File: src/rtl/nibble_serial_sub_ctrl.sv
// nibble_serial_sub_ctrl
// Runs WIDTH-bit add/subtract operations through one shared 4-bit ripple-carry
// slice, one nibble per clock, LSB nibble first. Operands are captured on
// accept, the inter-nibble carry is registered, and the finished result plus
// flags are presented through a valid/ready handshake.
//
// WIDTH must be a multiple of 4 and at least 8.
module nibble_serial_sub_ctrl #(
    parameter int WIDTH = 16
) (
    input  logic             clk,
    input  logic             rst,
    input  logic             in_valid,
    output logic             in_ready,
    input  logic [WIDTH-1:0] a,
    input  logic [WIDTH-1:0] b,
    input  logic             sub,
    output logic             out_valid,
    input  logic             out_ready,
    output logic [WIDTH-1:0] result,
    output logic             carry_out,
    output logic             zero,
    output logic             overflow
);

    localparam int N     = WIDTH / 4;
    localparam int IDX_W = (N > 1) ? $clog2(N) : 1;

    typedef enum logic [1:0] {
        IDLE = 2'd0,
        RUN  = 2'd1,
        DONE = 2'd2
    } state_t;

    state_t state;
    state_t state_next;

    // Operands captured at accept; later input changes cannot reach the datapath.
    logic [WIDTH-1:0] a_reg;
    logic [WIDTH-1:0] b_reg;
    logic             sub_reg;

    // Sequencing state.
    logic [IDX_W-1:0] idx;
    logic             carry_reg;

    // Result and flag registers driven straight onto the output ports.
    logic [WIDTH-1:0] result_reg;
    logic             carry_out_reg;
    logic             zero_reg;
    logic             overflow_reg;

    // Combinational slice signals.
    logic             accept;
    logic             last_nibble;
    logic [3:0]       a_nib;
    logic [3:0]       b_nib;
    logic [3:0]       b_eff;
    logic [3:0]       sum_nib;
    logic             c_msb;
    logic             c_out;
    logic [WIDTH-1:0] result_next;

    // State register; reset aborts any operation in flight.
    // NOTE: sequential state is updated with non-blocking assignments so every
    // register samples pre-edge values, independent of block ordering.
    always_ff @(posedge clk or posedge rst) begin
        if (rst) begin
            state <= IDLE;
        end else begin
            state <= state_next;
        end
    end

    // Next-state and handshake outputs.
    // NOTE: every output of this block gets a default before the case so no
    // path leaves a signal unassigned, which would otherwise infer a latch.
    always_comb begin
        state_next = state;
        in_ready   = 1'b0;
        out_valid  = 1'b0;
        unique case (state)
            IDLE: begin
                // Held low while reset is asserted, not just after the edge.
                in_ready = !rst;
                if (in_valid && !rst) begin
                    state_next = RUN;
                end
            end
            RUN: begin
                if (last_nibble) begin
                    state_next = DONE;
                end
            end
            DONE: begin
                out_valid = 1'b1;
                // Returning to IDLE never accepts in the same cycle.
                if (out_ready) begin
                    state_next = IDLE;
                end
            end
            default: begin
                state_next = IDLE;
            end
        endcase
    end

    assign accept      = in_ready && in_valid;
    assign last_nibble = (idx == IDX_W'(N - 1));

    // Select the operand nibbles addressed by idx.
    always_comb begin
        a_nib = '0;
        b_nib = '0;
        for (int i = 0; i < N; i++) begin
            if (idx == IDX_W'(i)) begin
                a_nib = a_reg[4*i +: 4];
                b_nib = b_reg[4*i +: 4];
            end
        end
    end

    // Subtraction inverts the subtrahend; the +1 enters through the carry
    // register, which is loaded with sub on accept.
    assign b_eff = b_nib ^ {4{sub_reg}};

    // Shared 4-bit ripple-carry slice, one full adder per bit.
    always_comb begin
        logic [4:0] chain;
        chain    = '0;
        sum_nib  = '0;
        chain[0] = carry_reg;
        for (int j = 0; j < 4; j++) begin
            sum_nib[j]   = a_nib[j] ^ b_eff[j] ^ chain[j];
            chain[j+1]   = (a_nib[j] & b_eff[j]) | (chain[j] & (a_nib[j] ^ b_eff[j]));
        end
        // chain[3] is the carry into the top bit of the slice; on the last
        // nibble that is the carry into bit WIDTH-1, needed for overflow.
        c_msb = chain[3];
        c_out = chain[4];
    end

    // Merge the fresh nibble into the partial result.
    always_comb begin
        result_next = result_reg;
        for (int i = 0; i < N; i++) begin
            if (idx == IDX_W'(i)) begin
                result_next[4*i +: 4] = sum_nib;
            end
        end
    end

    // Operand capture, nibble sequencing and result/flag accumulation.
    always_ff @(posedge clk or posedge rst) begin
        if (rst) begin
            a_reg         <= '0;
            b_reg         <= '0;
            sub_reg       <= 1'b0;
            idx           <= '0;
            carry_reg     <= 1'b0;
            result_reg    <= '0;
            carry_out_reg <= 1'b0;
            zero_reg      <= 1'b0;
            overflow_reg  <= 1'b0;
        end else if (accept) begin
            a_reg         <= a;
            b_reg         <= b;
            sub_reg       <= sub;
            idx           <= '0;
            carry_reg     <= sub;
            result_reg    <= '0;
            carry_out_reg <= 1'b0;
            zero_reg      <= 1'b0;
            overflow_reg  <= 1'b0;
        end else if (state == RUN) begin
            result_reg <= result_next;
            carry_reg  <= c_out;
            if (last_nibble) begin
                // idx parks on the last nibble; only accept or reset rewinds it.
                carry_out_reg <= c_out;
                overflow_reg  <= c_msb ^ c_out;
                zero_reg      <= (result_next == '0);
            end else begin
                idx <= idx + IDX_W'(1);
            end
        end
    end

    assign result    = result_reg;
    assign carry_out = carry_out_reg;
    assign zero      = zero_reg;
    assign overflow  = overflow_reg;

endmodule
File: config.mk
export PLATFORM = sky130hd
export DESIGN_NAME = nibble_serial_sub_ctrl
export DESIGN_NICKNAME = d
export VERILOG_FILES = /design/src/rtl/nibble_serial_sub_ctrl.sv
export SDC_FILE = /design/constraint.sdc
export NUM_CORES = 1
export LEC_CHECK = 0
export CORE_MARGIN = 5
export CORE_UTILIZATION = 25
export CTS_CLUSTER_SIZE = 12
export DETAILED_ROUTE_END_ITERATION = 10
export GPL_TIMING_DRIVEN = 0
export HOLD_SLACK_MARGIN = 0.02
export PLACE_DENSITY = 0.45
export SYNTH_ARGS = -nofsm -noshare
export SYNTH_HDL_FRONTEND = slang
export SYNTH_SLANG_ARGS = --single-unit
export TNS_END_PERCENT = 30
File: constraint.sdc
create_clock -name clk -period 3.4 [get_ports clk]
set_input_delay 0.51 -clock clk [delete_from_list [all_inputs] [get_ports clk]]
set_output_delay 0.51 -clock clk [all_outputs]
set_load 0.1 [all_outputs]
; Yosys cells after proc, flatten, opt, wreduce, memory -nomap -nowiden
; Index checks and enable logic that the tools add are counted.
[word_totals]
regBits = 57
latch_bits = 0
ramBits = 0
rom_bits = 0
in_bits = 37
out_inout_bits = 21
elab_cells = 87
memories = 0
[op_classes]
addsub = 1
mul = 0
div_mod_pow = 0
n_lt_le_gt_ge = 0
eq_ne = 9
shifts = 0
muxes = 34
n_bitwise = 22
n_reduce_logical = 11
[op_table]
columns = operator, count
row1 = $mux 4, 12
row2 = $mux 16, 2
row3 = $logic_not 16->1, 1
row4 = $mux 1, 13
row5 = $mux 2, 6
row6 = $xor 1x1->1, 9
row7 = $and 1x1->1, 8
row8 = $ne 2x2->1 const B, 4
row9 = $eq 2x2->1 const B, 3
row10 = $pmux 2 s3, 1
row11 = $eq 2x1->1 const B, 2
row12 = $logic_not 2->1, 2
row13 = $or 1x1->1, 4
row14 = $reduce_and 2->1, 2
row15 = $reduce_bool 2->1, 2
row16 = $xor 4x4->4, 1
row17 = $reduce_and 3->1, 1
row18 = $add 2x1->2 const B, 1
row19 = $logic_and 1x1->1, 2
row20 = $logic_not 1->1, 1

; Depth between registers and ports, before layout
[logic_depth]
depth_word = 19
mapped_depth = 17
mapped_depth_nobuf = 15

; Worst setup path before layout
; Ideal clock, no wire load.
[synth_timing]
path_kind = reg2reg
from = register idx[0]
to = register zero_reg, in the netlist zero
setup_time_ns = 0.078
arrival_time_ns = 3.541
required_time_ns = 3.322
path_slack_ns = -0.219
stages_incl_launch_ff = 16
path_buffers = 1
synth_period_minus_slack_ns = 3.619
path_cell_list = dfrtp_1 > inv_1 > ha_1 > clkbuf_1 > nand3b_1 > a21oi_1 > a21oi_1 > o21ai_0 > fa_1 > fa_1 > inv_1 > fa_1 > fa_1 > a32oi_1 > or4_1 > a21oi_1
[synth_between]
elab_chain_len = 19
word_cells_on_any_way = 40
classes_between = 3 x eq/ne / 15 x mux / 18 x bitwise / 4 x reduce/logical
[synth_lines]
columns = item, line_no
row1 = start: declaration, 44  ; logic [IDX_W-1:0] idx;
row2 = start signal: assignment, 184  ; idx <= idx + IDX_W'(1);
row3 = $logic_not 2->1, "116, 147"
row4 = $mux 4 (4 in series), 116  ; if (idx == IDX_W'(i)) begin
row5 = $xor 4x4->4, 125  ; assign b_eff = b_nib ^ {4{sub_reg}};
row6 = $xor 1x1->1, "134, 135"
row7 = $and 1x1->1, 135  ; chain[j+1] = (a_nib[j] & b_eff[j]) | (chain[j] & (a_nib[j] ^ b_eff[j]));
row8 = $or 1x1->1, 135
row9 = $and 1x1->1, 135
row10 = $or 1x1->1, 135
row11 = $and 1x1->1, 135
row12 = $or 1x1->1, 135
row13 = $xor 1x1->1, 134  ; sum_nib[j] = a_nib[j] ^ b_eff[j] ^ chain[j];
row14 = $mux 4, 147  ; if (idx == IDX_W'(i)) begin
row15 = $logic_not 16->1, 182  ; zero_reg <= (result_next == '0);
row16 = $mux 1, 178  ; if (last_nibble) begin
row17 = $mux 1, 175  ; end else if (state == RUN) begin
row18 = $mux 1, 165  ; end else if (accept) begin
row19 = end signal: assignment, 182
row20 = end: declaration, 50  ; logic zero_reg;
; Parallel ways exist; a longest one is shown, timed or not. The select of a mux whose other input is x is not followed.
; A chain may end at the register's enable or synchronous reset.

; Worst setup path after layout
[layout_timing]
from = register idx[1]
to = register zero_reg, in the netlist zero
; Same word-level chain as after synthesis.

==> results by stage <==
Outcome:
- The flow ran to the end, but the final reports show violations.
- The checks that failed: setup timing.

Synth:
- After synthesis, the cell types taking the most area are sky130_fd_sc_hd__dfrtp_1 (52%), sky130_fd_sc_hd__nand2_1 (14%), sky130_fd_sc_hd__o21ai_0 (3.3%).
- Counting flops with a built-in enable in the synthesized netlist gives 0.
- The cell area after technology mapping is 2720 um^2.
- The most numerous cell in the Yosys netlist is sky130_fd_sc_hd__nand2_1.
- The count of warnings emitted by yosys is 0.
- For this run, the register share of the synthesized area comes to 52.4%.
- The share of synthesized area in the top cell type comes to 52.4%.
- The mean cell area of the mapped netlist is 9.16 um^2.
- Counting instances in the post-synthesis netlist gives the leading cell types as sky130_fd_sc_hd__nand2_1 (103), sky130_fd_sc_hd__dfrtp_1 (57), sky130_fd_sc_hd__o21ai_0 (18).
- The library cell with the largest summed area after synthesis is sky130_fd_sc_hd__dfrtp_1.
- The proportion of register bits with asynchronous set or reset after synthesis is 100%.
- After technology mapping, the gate count stands at 297.
- The number of nets produced by synthesis is 342.
- After synthesis the netlist holds a flip-flop and latch count of 57.
- In this run, distinct cell masters in the synthesized netlist total 29.
- The top flip-flop cell by instance count after synthesis is sky130_fd_sc_hd__dfrtp_1.

Die:
- The horizontal die dimension is 114 um.
- The effective utilization at floorplan is 25.3%.
- From bottom edge to top edge, the die measures 114 um.
- During I/O placement, the number of pins put on the boundary was 58.
- The region available for standard cell placement spans 10700 um^2.
- The area enclosed by the die boundary is 13100 um^2.
- The number of cell rows is 38.

Min path:
- The worst hold path startpoint is a_reg[3].
- The end point of the most critical hold path is a_reg[3].
- The worst hold path belongs to the class reg2reg.
- The number of cells on the worst hold path is 2.

GRT:
- The total congestion overflow after global routing is 0.
- The global-route usage over all layers is 12.9%.
- The number of antenna violations at the first check in global routing is 0.
- The first global-routing pass estimated 12.9 mm of wire.
- The via count of the first global-routing pass is 2445.
- Entering global routing, the biggest net connects 37 pins.

Timing:
- The worst-case headroom to the max-slew limit is 34.6%.
- For the finished layout, the period the worst path requires is 3.62 ns.
- The final count of negative-setup-slack endpoints is 5.
- The achievable frequency is 276 MHz.
- The final-report max-slew violation count is 0.
- For the pin with the worst max-slew slack, the measured transition is 0.979 ns.
- The hold violation count in the final report is 0.
- Setup repair after global routing could not meet its margin everywhere.
- The final critical path takes up 107% of the cycle.
- The setup total negative slack is -0.342 ns.
- For the final database, setup skew stands at 0.00636 ns.
- The minimum setup slack in the final design is -0.223 ns.

Finish:
- Excluding fillers, the count of instances in the completed layout stands at 514.
- The fraction of layout instances using a drive strength above 1 is 12.6%.
- The final layout contains 415 nets.
- The utilization after layout is 35.7%.
- From synthesis to final layout, the design area changed by 41.0%.
- The antenna diode count is 0.

Detailed routing:
- The first TritonRoute pass finished after 4 iterations.
- The wire length per cell after detailed routing is 15.5 um.
- For this run, design rule violations remaining after detail routing come to 0.
- The number of DRC markers after the initial detailed-route iteration is 116.
- In this run the remaining antenna-violating nets after routing total 0.
- Dividing the detail-routed via count by the number of cells gives 4.56.
- Wires add up to 7.95 mm.
- The total via count after detailed routing is 2346.

Critical path:
- STA classifies the critical path endpoint as a flip-flop.
- The worst register-to-register path ends at zero.
- The worst reg-to-reg setup slack is -0.22 ns.
- STA classifies the critical path startpoint as a flip-flop.
- STA puts the critical path data arrival time at 3.89 ns.
- The launch point of the worst reg-to-reg path is idx[1].
- The worst setup path is of the reg2reg kind.
- Measured in cells, the most critical reg-to-reg path has a length of 13.
- In this run the worst path has a maximum fanout of 10.
- STA puts the critical path data required time at 3.66 ns.

Clocking:
- The tree is rooted in a sky130_fd_sc_hd__clkbuf_8.
- Clock tree synthesis inserted a total of 9 buffers.
- The clock passes through at most 2 buffers.
- TritonCTS built the clock tree.
- CTS built an H-tree with a depth of 3.
- After clock tree synthesis, the clock-pin slew on the worst setup and hold paths is 0.07 ns.
- The clock reaches the later pin of the worst-skew pair after 0.34 ns.
- The total clock sinks is 57.

Placed design:
- The minimum setup slack after placement is -0.708 ns.
- The detailed-placement wirelength estimate is 5.74 mm.
- In this run, placement finished with an instance count of 495.
- The final weighted congestion in routability-driven placement is 0.814.
- During placement, the flow inserted port buffers numbering 57.

Job:
- Across the run, the number of max-cap violations was 0.
==> critical path: stages (launching register included) <==
cell                       delay [ns]
sky130_fd_sc_hd__dfrtp_1         0.43
sky130_fd_sc_hd__buf_4           0.15
sky130_fd_sc_hd__ha_2            0.24
sky130_fd_sc_hd__clkbuf_8        0.20
sky130_fd_sc_hd__a22oi_2         0.21
sky130_fd_sc_hd__xnor2_2         0.15
sky130_fd_sc_hd__fa_2            0.22
sky130_fd_sc_hd__fa_1            0.16
sky130_fd_sc_hd__inv_1           0.05
sky130_fd_sc_hd__fa_2            0.36
sky130_fd_sc_hd__fa_1            0.54
sky130_fd_sc_hd__a32oi_1         0.12
sky130_fd_sc_hd__or4_4           0.55
sky130_fd_sc_hd__a21oi_1         0.15
==> logic make-up after synthesis <==
group,count (synthesis),synth area share (%)
compound gates,63,15.1
xor+xnor,6,1.93
fa+ha+maj,8,4.78
buf+inv,27,3.91
flops,57,52.4
mux,1,0.368
simple gates,135,21.5
==> metal layers <==
| metal | GRT usage [%] | part of all wire (%) |
|---|---|---|
| met1 | 17.0 | 47 |
| met2 | 20.3 | 47 |
| met3 | 4.18 | 5.4 |
| met4 | 3.72 | 1.1 |
| met5 | 0 | 0 |
==> layout make-up <==
| cell class | count | area [um^2] |
|---|---|---|
| fillers | 1165 | 6910 |
| flip-flops and latches | 57 | 1430 |
| multi-input cells | 213 | 1260 |
| repair buffers | 64 | 633 |
| well taps | 140 | 175 |
| clock buffers | 12 | 155 |
| plain buffers | 15 | 104 |
| clock inverters | 3 | 40.0 |
| inverters | 10 | 40.0 |
==> worst max path at each step <==
stage	depth (start not counted)	end	from
2_1_floorplan	15	zero	idx[0]
4_1_cts	16	zero	idx[1]
3_5_place_dp	15	zero	idx[0]
3_3_place_gp	15	zero	idx[0]
6_report	13	zero	idx[1]
5_1_grt	15	zero	idx[1]
==> per-stage QoR <==
step           instance area [um^2]  hold slack, ns
2_1_floorplan                  2740           0.438
3_3_place_gp                   3480           0.464
3_5_place_dp                   3500           0.467
4_1_cts                        3830           0.482
5_1_grt                        3840           0.510
6_report                       3840           0.477
==> layout by cell type, fill, tap and decap left out, types with 2 or more instances in the layout <==
master,Yosys,layout
sky130_fd_sc_hd__nand2_1,103,103
sky130_fd_sc_hd__clkdlybuf4s50_1,0,57
sky130_fd_sc_hd__dfrtp_1,57,56
sky130_fd_sc_hd__a21oi_1,17,16
sky130_fd_sc_hd__o21ai_0,18,15
sky130_fd_sc_hd__clkbuf_8,0,13
sky130_fd_sc_hd__nor2_1,9,9
sky130_fd_sc_hd__clkbuf_1,13,8
sky130_fd_sc_hd__a32o_1,8,8
sky130_fd_sc_hd__a22o_1,7,7
sky130_fd_sc_hd__inv_1,10,7
sky130_fd_sc_hd__nor2b_1,5,5
sky130_fd_sc_hd__o21ai_1,3,5
sky130_fd_sc_hd__xnor2_1,6,5
sky130_fd_sc_hd__nor3_1,6,5
sky130_fd_sc_hd__buf_4,0,5
sky130_fd_sc_hd__a22oi_1,5,4
sky130_fd_sc_hd__nand2b_1,3,3
sky130_fd_sc_hd__buf_2,4,3
sky130_fd_sc_hd__ha_4,0,3
sky130_fd_sc_hd__buf_8,0,2
sky130_fd_sc_hd__clkbuf_2,0,2
sky130_fd_sc_hd__and2_1,2,2
sky130_fd_sc_hd__a211oi_1,2,2
sky130_fd_sc_hd__nand3b_1,2,2
sky130_fd_sc_hd__a221oi_1,2,2
sky130_fd_sc_hd__inv_2,0,2
sky130_fd_sc_hd__fa_2,0,2
sky130_fd_sc_hd__fa_1,4,2
sky130_fd_sc_hd__clkinv_2,0,2
==> repair_timing <==
action                                  in CTS  in global routing
hold buffers                                 0                  0
pin swaps                                    3                  4
setup buffers                                4                  2
endpoints found under the setup margin      11                  7
gates resized for setup                     26                  4
Power is left out: the tool's default activity adds up to more than one toggle a clock period on the data nets, which glitch-free logic cannot reach.
